--- src/rtl/sdram_arb_pkg.sv ---
`default_nettype none
// ============================================================================
// Module      : sdram_arb_pkg
// Description : Shared types and helpers for the SDRAM port arbiter.
//               - arb_state_t : arbiter FSM state encoding (2 bits)
//               - ARB_ID_W    : width of a port index for n requesters
//               - TO_CNT_W    : grant watchdog counter width, clamped 8..16
// Revision    : 1.0 - initial release
// ============================================================================
package sdram_arb_pkg;

    typedef enum logic [1:0] {
        IDLE    = 2'd0,
        ISSUE   = 2'd1,
        RELEASE = 2'd2
    } arb_state_t;

    function automatic int ARB_ID_W(input int n);
        return (n > 1) ? $clog2(n) : 1;
    endfunction

    function automatic int TO_CNT_W(input int limit);
        int w;
        w = $clog2(limit + 1);
        if (w < 8)  w = 8;
        if (w > 16) w = 16;
        return w;
    endfunction

endpackage
`default_nettype wire

--- src/rtl/sdram_rr_picker.sv ---
`default_nettype none
// ============================================================================
// Module      : sdram_rr_picker
// Description : Combinational round-robin picker. Searches req upward from
//               rr_ptr (wrapping) and reports the first requesting index.
// Ports       : req    [NUM_PORTS] in  - request vector
//               rr_ptr [ID_W]      in  - highest-priority index
//               valid              out - at least one request present
//               idx    [ID_W]      out - winning index (0 when !valid)
// Revision    : 1.0 - initial release
// ============================================================================
module sdram_rr_picker
    import sdram_arb_pkg::*;
#(
    parameter int NUM_PORTS = 4,
    parameter int ID_W      = ARB_ID_W(NUM_PORTS)
) (
    input  logic [NUM_PORTS-1:0] req,
    input  logic [ID_W-1:0]      rr_ptr,
    output logic                 valid,
    output logic [ID_W-1:0]      idx
);

    int              sum;
    logic [ID_W-1:0] cand;

    // Scan from the farthest offset down to offset 0 so that the candidate
    // closest to rr_ptr is the last one assigned and therefore wins.
    always_comb begin
        valid = 1'b0;
        idx   = '0;
        sum   = 0;
        cand  = '0;
        for (int k = NUM_PORTS - 1; k >= 0; k--) begin
            sum = int'(rr_ptr) + k;
            if (sum >= NUM_PORTS) sum = sum - NUM_PORTS;
            cand = sum[ID_W-1:0];
            if (req[cand]) begin
                valid = 1'b1;
                idx   = cand;
            end
        end
    end

endmodule
`default_nettype wire

--- src/rtl/sdram_port_arbiter.sv ---
`default_nettype none
// ============================================================================
// Module      : sdram_port_arbiter
// Description : Round-robin arbiter sharing one SDRAM controller host port
//               among NUM_PORTS requesters. Latches one request, holds it on
//               m_rreq/m_wreq until granted, then pulses p_ack for one cycle.
// Ports       : clk, rst (sync, active-high)
//               p_req/p_we/p_addr/p_wdata  in  - packed per-port requests
//               p_ack/p_err                out - one-hot completion / abort
//               p_rdata                    out - registered read data
//               grant_id                   out - current owner
//               m_*                            - controller host interface
// Options     : SDRAM_ARB_TIMEOUT_EN - grant watchdog of TIMEOUT_CYCLES
//               ISSUE cycles; aborts with p_ack+p_err. Off: p_err tied 0.
// Revision    : 1.0 - initial release
// ============================================================================
module sdram_port_arbiter
    import sdram_arb_pkg::*;
#(
    parameter int NUM_PORTS      = 4,
    parameter int ADDR_WIDTH     = 24,
    parameter int DATA_WIDTH     = 16,
    parameter int TIMEOUT_CYCLES = 255
) (
    input  logic                             clk,
    input  logic                             rst,
    input  logic [NUM_PORTS-1:0]             p_req,
    input  logic [NUM_PORTS-1:0]             p_we,
    input  logic [NUM_PORTS*ADDR_WIDTH-1:0]  p_addr,
    input  logic [NUM_PORTS*DATA_WIDTH-1:0]  p_wdata,
    output logic [NUM_PORTS-1:0]             p_ack,
    output logic [NUM_PORTS-1:0]             p_err,
    output logic [DATA_WIDTH-1:0]            p_rdata,
    output logic [$clog2(NUM_PORTS)-1:0]     grant_id,
    output logic                             m_rreq,
    output logic                             m_wreq,
    output logic [ADDR_WIDTH-1:0]            m_raddr,
    output logic [ADDR_WIDTH-1:0]            m_waddr,
    output logic [DATA_WIDTH-1:0]            m_wdata,
    input  logic                             m_rgnt,
    input  logic                             m_wgnt,
    input  logic [DATA_WIDTH-1:0]            m_rdata
);

    localparam int ID_W = ARB_ID_W(NUM_PORTS);

    if (NUM_PORTS < 2 || NUM_PORTS > 8 || TIMEOUT_CYCLES < 1 || TIMEOUT_CYCLES > 65535)
    begin : g_param_check
        $error("sdram_port_arbiter: parameter out of range");
    end

    arb_state_t             state_q, state_d;
    logic [ID_W-1:0]        rr_ptr_q, rr_ptr_d;
    logic [ID_W-1:0]        grant_id_q, grant_id_d;
    logic                   we_q, we_d;
    logic [ADDR_WIDTH-1:0]  addr_q, addr_d;
    logic [DATA_WIDTH-1:0]  wdata_q, wdata_d;
    logic [DATA_WIDTH-1:0]  rdata_q, rdata_d;
    logic [NUM_PORTS-1:0]   ack_q, ack_d;
    logic                   rreq_q, rreq_d;
    logic                   wreq_q, wreq_d;

    logic                   w_pick_valid;
    logic [ID_W-1:0]        w_pick_id;
    logic                   w_grant_hit;
    logic                   w_timeout;
    logic [ID_W-1:0]        w_ptr_next;

    sdram_rr_picker #(
        .NUM_PORTS (NUM_PORTS),
        .ID_W      (ID_W)
    ) u_picker (
        .req    (p_req),
        .rr_ptr (rr_ptr_q),
        .valid  (w_pick_valid),
        .idx    (w_pick_id)
    );

    // Only the grant matching the latched direction completes the request.
    assign w_grant_hit = (state_q == ISSUE) && (we_q ? m_wgnt : m_rgnt);
    assign w_ptr_next  = (grant_id_q == ID_W'(NUM_PORTS - 1)) ? '0 : grant_id_q + 1'b1;

`ifdef SDRAM_ARB_TIMEOUT_EN
    localparam int              CNT_W    = TO_CNT_W(TIMEOUT_CYCLES);
    localparam logic [CNT_W-1:0] CNT_LAST = CNT_W'(TIMEOUT_CYCLES - 1);

    logic [CNT_W-1:0]     to_cnt_q, to_cnt_d;
    logic [NUM_PORTS-1:0] err_q, err_d;

    // Counter holds the number of ISSUE cycles already spent; the abort
    // fires in the TIMEOUT_CYCLES-th ISSUE cycle. A real grant wins a tie.
    assign w_timeout = (state_q == ISSUE) && !w_grant_hit && (to_cnt_q == CNT_LAST);

    always_comb begin
        to_cnt_d = to_cnt_q;
        err_d    = '0;
        if (state_q == IDLE)       to_cnt_d = '0;
        else if (state_q == ISSUE) to_cnt_d = to_cnt_q + 1'b1;
        if (w_timeout)             err_d[grant_id_q] = 1'b1;
    end

    always_ff @(posedge clk) begin
        if (rst) begin
            to_cnt_q <= '0;
            err_q    <= '0;
        end else begin
            to_cnt_q <= to_cnt_d;
            err_q    <= err_d;
        end
    end

    assign p_err = err_q;
`else
    assign w_timeout = 1'b0;
    assign p_err     = '0;
`endif

    // State register and all datapath flops
    always_ff @(posedge clk) begin
        if (rst) begin
            state_q    <= IDLE;
            rr_ptr_q   <= '0;
            grant_id_q <= '0;
            we_q       <= 1'b0;
            addr_q     <= '0;
            wdata_q    <= '0;
            rdata_q    <= '0;
            ack_q      <= '0;
            rreq_q     <= 1'b0;
            wreq_q     <= 1'b0;
        end else begin
            state_q    <= state_d;
            rr_ptr_q   <= rr_ptr_d;
            grant_id_q <= grant_id_d;
            we_q       <= we_d;
            addr_q     <= addr_d;
            wdata_q    <= wdata_d;
            rdata_q    <= rdata_d;
            ack_q      <= ack_d;
            rreq_q     <= rreq_d;
            wreq_q     <= wreq_d;
        end
    end

    // Next-state logic
    always_comb begin
        state_d = state_q;
        case (state_q)
            IDLE:    if (w_pick_valid) state_d = ISSUE;
            ISSUE:   if (w_grant_hit || w_timeout) state_d = RELEASE;
            RELEASE: state_d = IDLE;
            default: state_d = IDLE;
        endcase
    end

    // Output / datapath logic
    always_comb begin
        rr_ptr_d   = rr_ptr_q;
        grant_id_d = grant_id_q;
        we_d       = we_q;
        addr_d     = addr_q;
        wdata_d    = wdata_q;
        rdata_d    = rdata_q;
        ack_d      = '0;
        rreq_d     = rreq_q;
        wreq_d     = wreq_q;
        case (state_q)
            IDLE: begin
                if (w_pick_valid) begin
                    grant_id_d = w_pick_id;
                    we_d       = p_we[w_pick_id];
                    addr_d     = p_addr[int'(w_pick_id)*ADDR_WIDTH +: ADDR_WIDTH];
                    wdata_d    = p_wdata[int'(w_pick_id)*DATA_WIDTH +: DATA_WIDTH];
                    rreq_d     = ~p_we[w_pick_id];
                    wreq_d     = p_we[w_pick_id];
                end
            end
            ISSUE: begin
                if (w_grant_hit || w_timeout) begin
                    rreq_d            = 1'b0;
                    wreq_d            = 1'b0;
                    ack_d[grant_id_q] = 1'b1;
                    rr_ptr_d          = w_ptr_next;
                    if (w_grant_hit && !we_q) rdata_d = m_rdata;
                end
            end
            default: begin
                rreq_d = 1'b0;
                wreq_d = 1'b0;
            end
        endcase
    end

    assign p_ack    = ack_q;
    assign p_rdata  = rdata_q;
    assign grant_id = grant_id_q;
    assign m_rreq   = rreq_q;
    assign m_wreq   = wreq_q;
    assign m_raddr  = addr_q;
    assign m_waddr  = addr_q;
    assign m_wdata  = wdata_q;

endmodule
`default_nettype wire

--- config.mk ---
export PLATFORM = sky130hd
export DESIGN_NAME = sdram_port_arbiter
export DESIGN_NICKNAME = d
export VERILOG_FILES = /design/src/rtl/sdram_arb_pkg.sv /design/src/rtl/sdram_rr_picker.sv /design/src/rtl/sdram_port_arbiter.sv
export SDC_FILE = /design/constraint.sdc
export NUM_CORES = 1
export LEC_CHECK = 0
export ABC_AREA = 1
export BUFFER_PORTS_ARGS = -buffer_cell sky130_fd_sc_hd__buf_2
export CAP_MARGIN = 0
export CELL_PAD_IN_SITES_DETAIL_PLACEMENT = 0
export CELL_PAD_IN_SITES_GLOBAL_PLACEMENT = 2
export CORE_MARGIN = 4
export CORE_UTILIZATION = 20
export DETAILED_ROUTE_END_ITERATION = 6
export GPL_TIMING_DRIVEN = 1
export PLACE_DENSITY_LB_ADDON = 0.12
export SYNTH_ARGS = -nofsm -noshare
export SYNTH_HDL_FRONTEND = slang
export SYNTH_HIERARCHICAL = 1
export SYNTH_SLANG_ARGS = --single-unit
--- constraint.sdc ---
create_clock -name clk -period 2 [get_ports clk]
set_input_delay 0.2 -clock clk [delete_from_list [all_inputs] [get_ports clk]]
set_output_delay 0.2 -clock clk [all_outputs]
set_load 0.005 [all_outputs]
# --- Word-level counts from Yosys, hierarchy flattened ---
# Cells that the tools add are included.
totals:
  register_bits: 69
  output_inout_bits: 92
  in_bits: 188
  word_cells: 83
op_classes:
  add_sub_neg: 8
  bitwise_logic: 3
  n_reduce_logical: 10
  order_cmp: 11
  mux: 34
  shift: 2
  mul: 1
  eq_ne: 4
op_table:
  columns: ["op", "n"]
  rows:
  - ["$shiftx 96x8->24", 1]
  - ["$shiftx 64x7->16", 1]
  - ["$mux 2", 11]
  - ["$lt 2x3->1 const B", 6]
  - ["$mux 1", 14]
  - ["$bmux 1 s2", 5]
  - ["$ge 3x3->1 const B", 3]
  - ["$sub 2x1->2 const B", 4]
  - ["$add 2x2->3 const B", 2]
  - ["$reduce_and 2->1", 3]
  - ["$mul 2x2->4 const B", 1]
  - ["$pmux 1 s2", 2]
  - ["$pmux 2 s2", 1]
  - ["$add 2x1->3 const B", 1]
  - ["$ge 2x3->1 const B", 1]
  - ["$logic_and 1x1->1", 3]
  - ["$not 1->1", 3]
  - ["$reduce_and 3->1", 1]
  - ["$reduce_or 3->1", 1]
  - ["$add 2x1->2 const B", 1]
  - ["$demux 1 s2", 1]
  - ["$eq 2x1->1 const B", 1]
  - ["$eq 2x2->1 const B", 1]
  - ["$ge 2x1->1 const B", 1]
  - ["other kinds (4)", 4]

# --- Longest topological paths before layout ---
logic_depth:
  ltp_word: 14
  ltp_mapped: 18
  mapped_depth_nobuf: 15

# --- Cells and area by module ---
# The synthesis kept the hierarchy.
modules_own_cells:
  columns: ["module", "area_per_inst_um2", "n_inst", "seq_area_each_um2", "cells_each"]
  rows:
  - ["sdram_port_arbiter", 4321.6, 1, 1381.3, 690]
  - ["sdram_rr_picker", 212.7, 1, 0.0, 46]

# --- Worst setup path before layout ---
# No wires, ideal clock.
synth_path:
  kind: "reg-to-reg"
  start: "register rr_ptr_q[0]"
  end: "register addr_q[1] (netlist: m_raddr[1])"
  period_less_slack_ns: 1.818
  required_time_ns: 1.891
  arrival_time_ns: 1.710
  setup_ns: 0.109
  n_path_buf: 4
  path_slack_ns: 0.182
  path_stages_with_launch: 19
  path_cell_list: "dfxtp_1 > buf_6 > nand2_2 > and2_4 > nand2_2 > nand2_2 > clkinv_2 > nand2_1 > nand2_1 > nand2_1 > buf_6 > buf_6 > buf_4 > nor2_1 > nor2_1 > o21ai_0 > nand3_1 > nand2_1 > inv_1"
synth_via:
  elab_chain_cells: 11
  word_cells_on_any_way: 34
  classes_between: "7 x add/sub; 1 x mul; 4 x order compare; 1 x shift; 20 x mux; 1 x reduce/logical"
synth_rtl:
  columns: ["item", "line_no", "source"]
  rows:
  - ["from (decl)", "sdram_port_arbiter.sv:53", "logic [ID_W-1:0] rr_ptr_q, rr_ptr_d;"]
  - ["from (signal assigned)", "sdram_port_arbiter.sv:133", "rr_ptr_q <= rr_ptr_d;"]
  - ["$add 2x2->3", "sdram_rr_picker.sv:35", "sum = int'(rr_ptr) + k;"]
  - ["$ge 3x3->1 / $sub 2x1->2 (equally long branches)", "sdram_rr_picker.sv:36", "if (sum >= NUM_PORTS) sum = sum - NUM_PORTS;"]
  - ["$mux 2", "sdram_rr_picker.sv:36", null]
  - ["$bmux 1 s2", "sdram_rr_picker.sv:38", "if (req[cand]) begin"]
  - ["$mux 1 (not written as such)", "sdram_rr_picker.sv:38", null]
  - ["$mux 2 (3 in a row)", "sdram_rr_picker.sv:38", null]
  - ["$mux 2 *", "sdram_rr_picker.sv:38", null]
  - ["net w_pick_id[0]", "sdram_port_arbiter.sv:64", "logic [ID_W-1:0] w_pick_id;"]
  - ["$mul 2x2->4 *", "sdram_port_arbiter.sv:172", "addr_d = p_addr[int'(w_pick_id)*ADDR_WIDTH +: ADDR_WIDTH];"]
  - ["$shiftx 96x8->24 *", "sdram_port_arbiter.sv:172", null]
  - ["to (signal assigned)", "sdram_port_arbiter.sv:136", "addr_q <= addr_d;"]
  - ["to (decl)", "sdram_port_arbiter.sv:56", "logic [ADDR_WIDTH-1:0] addr_q, addr_d;"]
# Mark *: on every way through the listed nets, which the timed path passes. The rest lies on a longest branch. The select of a mux whose other input is x is not followed.
# A chain may end at the register's enable or synchronous reset.

# --- Worst setup path after layout ---
layout_path:
  start: "register rr_ptr_q[0]"
  end: "register wdata_q[5] (netlist: m_wdata[5])"
layout_via:
  elab_chain_cells: 10
  word_cells_on_any_way: 33
  classes_between: "7 x add/sub; 4 x order compare; 1 x shift; 20 x mux; 1 x reduce/logical"
layout_rtl:
  columns: ["item", "line_no", "source"]
  rows:
  - ["$add 2x2->3", "sdram_rr_picker.sv:35", null]
  - ["$ge 3x3->1 / $sub 2x1->2 (equally long branches)", "sdram_rr_picker.sv:36", null]
  - ["$mux 2", "sdram_rr_picker.sv:36", null]
  - ["$bmux 1 s2", "sdram_rr_picker.sv:38", null]
  - ["$mux 1 (not written as such)", "sdram_rr_picker.sv:38", null]
  - ["$mux 2 / $mux 1 (equally long branches) (4 in a row)", "sdram_rr_picker.sv:38", null]
  - ["$shiftx 64x7->16 / $reduce_and 2->1 (equally long branches)", null, null]
  - ["to (signal assigned)", "sdram_port_arbiter.sv:137", "wdata_q <= wdata_d;"]
  - ["to (decl)", "sdram_port_arbiter.sv:57", "logic [DATA_WIDTH-1:0] wdata_q, wdata_d;"]
# Parallel ways exist; a longest one is shown, timed or not. The select of a mux whose other input is x is not followed.

==> results list <==
- Nets: 1185
- In this run the critical register-to-register path is launched from rr_ptr_q[0].
- Setup total negative slack on the finished layout was measured at 0 ns.
- The cell sitting at the root of the clock tree is a clkbuf_16.
- The die covers 25100 sq um.
- Leaving out fill and tap cells, the most frequent cells in the layout are buf_2 (275), nor2_1 (226), nand2_1 (76), dfxtp_1 (67), inv_1 (65).
* Remaining number of nets flagged by the antenna check after routing: 0
* Worst setup EP type: flip-flop
* Static leakage: 0.00378 uW
- The worst register-to-register path ends at m_wdata[5].
- The fraction of the mapped netlist area in compound gates was 0.131.
- DR vias: 5413
- Layout-stage area growth over the synthesis result: 55.1%
- Global-route usage over all layers: 0.139
- Number of vias per cell after detailed routing: 4.23
* Cell Area, Synth: 4530 sq um
- Die extent in y: 159 microns
- In the finished design, the share of the clock period the worst path needs comes to 0.993.
- Startpoint-to-endpoint class of the critical path: flip-flop to flip-flop
- Counting the fill cells in the layout gives 2523.
- H-Tree Depth: 3
* Startpoint of the most critical setup path: rr_ptr_q[0]
- The number of antenna violations at the first check in global routing is 3.
- STA puts the critical path data required time at 2.25 ns.
* Mean instance size in the synthesized netlist: 6.16 sq um
* Pin count of the biggest net entering global routing: 47
* Number of cell rows: 54
- Crit path arrival time: 2.23 ns
- The number of global-route vias before repair was 4937.
- At the end of routability-driven placement, the weighted congestion stood at 0.779.
- Setup repair after global routing could not meet its margin everywhere.
- Post-synthesis simple-gate area fraction: 0.375
* HPWL after DPL: 14200 microns
* Count of hold-fix buffers inserted at cts: 0
- Minimum setup slack among reg-to-reg paths: 0.01 ns
- Counting along the longest clock path gives a buffer depth of 2.
* Count of buffers inserted at the top-level ports: 275
* Starting Density: 0.205
- Derived from the worst setup path, the maximum achievable clock frequency is 504 MHz.
* Worst setup slack after placement: -0.0604 ns
* Path type of the worst min-delay path: input port to flip-flop
* DRC violation total after the first TritonRoute iteration: 207
- Number of library cell types mapped by synthesis: 33
* FF-to-FF path depth: 13
- Final hold slack: 0.0795 ns
* Critical path startpoint category: flip-flop
* Max Slew Vio Count: 0
* Core area: 22100 sq um
* Source-to-sink clock delay at the later pin of the worst-skew pair: 0.34 ns
- During synthesis, Yosys emitted a total of 6 warnings.
- The first global-routing pass estimated 27100 microns of wire.
- I/O pins: 280
- Worst Slack Setup Final: 0.0140 ns
- TritonCTS built the clock tree.
- The library cell used most frequently in the layout, excluding fill and tap cells, is buf_2.
- Multiplexer share of the synthesized area: 0
* Area share of xor/xnor cells in the synthesized design: 0
- Width of the die: 159 microns
* Outcome: finished clean
* Hold path depth: 3
- GRT overflow: 0
- Before antenna repair, the detailed router went through 4 iterations.
* Setup clock skew after layout: 0.00701 ns
* Number of max-capacitance violations reported: 0
* Final cell count without fillers: 1280
- Worst Path Max Fanout: 6
* Post-CTS clock slew at the launch and capture registers of the worst setup and hold paths: 0.07 ns
* Post-Route WL: 21000 microns
- Dividing total power by cell area gives a power density of 1150 nW/um^2.
* Maximum vdd ir drop: 0.000481 V
* Dominant combinational cell family by area after synthesis: simple AND/OR/NAND/NOR gates
- Final critical-path required period: 1.99 ns
- Setup violations remaining at the end of the flow were counted as 0.
* Worst slew pin tran: 0.597 ns
- Sequential area share after synthesis: 0.305
- Worst setup endpoint: m_wdata[5]
- In the final routed layout, each cell accounts on average for 16.4 microns.
- In this run, placement finished with an instance count of 1241.
- Post-synthesis share of cell area spent on full adders, half adders and majority gates: 0.0110
- Gate count of the mapped netlist: 736
* Fin. Hold Viols: 0
- Number of CTS-inserted buffers: 9
- The clock net in this run drives a total of 69 sinks.
* Max-slew headroom: 0.602
- Of the cells placed in the final design, the portion with a size suffix greater than 1 is 0.413.
- Total of flip-flops plus latches after synthesis: 69
* DRC errors left: 0
registers in the layout, summed over array words and instances, names as in the netlist:
| register | cells |
|---|---|
| we_q | 1 |
| p_rdata | 16 |
| grant_id | 2 |
| m_rreq | 1 |
| m_wdata | 16 |
| rr_ptr_q | 2 |
| m_wreq | 1 |
| state_q | 2 |
| m_raddr | 24 |
| p_ack | 4 |
where the power goes:
group	leakage, uW	switching, uW	internal [uW]
registers	0.000572	226	1700
clock network	0.000139	744	870
logic	0.00307	2500	2050
total	0.00378	3470	4630
worst min-delay path by stage:
| stage | startpoint | to | slack [ns] |
|---|---|---|---|
| finish | m_rdata[6] | p_rdata[6] | 0.08 |
| global route | m_rdata[13] | p_rdata[13] | 0.07 |
| CTS | m_rdata[13] | p_rdata[13] | 0.06 |
| detailed placement | m_rdata[6] | p_rdata[6] | 0.43 |
| global placement | m_rdata[2] | p_rdata[2] | 0.43 |
| floorplan | m_rdata[11] | p_rdata[11] | 0.33 |
Yosys cell counts (all sizes together):
cell type    n  share of area
nor2       242           0.20
nand2       93          0.084
o21ai       89          0.099
inv         72          0.061
dfxtp       69           0.30
buf         62           0.11
nand3       52          0.060
nor3        17          0.022
clkbuf      11         0.0091
o211ai      11          0.018
a21oi        9          0.012
ha           4          0.011
a21boi       1         0.0017
and2         1         0.0019
clkinv       1         0.0011
conb         1        0.00083
nand4        1         0.0014
stage by stage:
step	utilization	power (uW)	area, sq um
3_5_place_dp	0.274	5490	6050
2_1_floorplan	-	4270	4550
3_3_place_gp	0.274	5520	6050
6_report	0.318	8090	7030
5_1_grt	0.318	8800	7030
4_1_cts	0.287	7180	6340
critical path, cell delays in order, from the launching register on:
cell       delay (ns)
dfxtp_4          0.37
buf_12           0.13
nand2_2          0.09
nand3_1          0.12
nand2_2          0.11
nand3_4          0.11
nand3_4          0.16
nand2_4          0.13
buf_12           0.15
clkbuf_16        0.14
o211ai_1         0.16
nand3_1          0.10
nand2_1          0.07
inv_1            0.03
per-layer routing:
layer  global-route usage  wire, microns  part of all wire  vias to the layer above
met2                0.226           9710              0.46                      196
li1                     -              -                 -                     2804
met1                0.171           9220              0.44                     2387
met4               0.0431            366             0.017                        4
met5                    0             21            0.0010                        -
met3               0.0503           1640             0.078                       22
repair_timing:
action,CTS,global route
setup buffers,0,2
endpoints found under the setup margin,1,43
cloned,0,19
gates resized for setup,1,133
pin swaps,0,15
endpoints found under the hold margin,0,0
cells by family after synthesis:
group	after synthesis
buffers and inverters	146
flip-flops	69
adder cells (fa/ha/maj)	4
AO/OA/AOI/OAI	110
AND/OR/NAND/NOR	406
other	1
area by class of cell:
cell class              instances  area, sq um  area share
multi-input cells             526         2660       0.378
repair buffers                314         2050       0.291
flip-flops and latches         69         1390       0.197
well taps                     280          350      0.0498
inverters                      73          297      0.0422
clock buffers                   9          225      0.0320
clock inverters                 7         62.6     0.00889
diodes                          2         5.00    0.000711
Note: power is estimated with default switching activity, not from simulation.
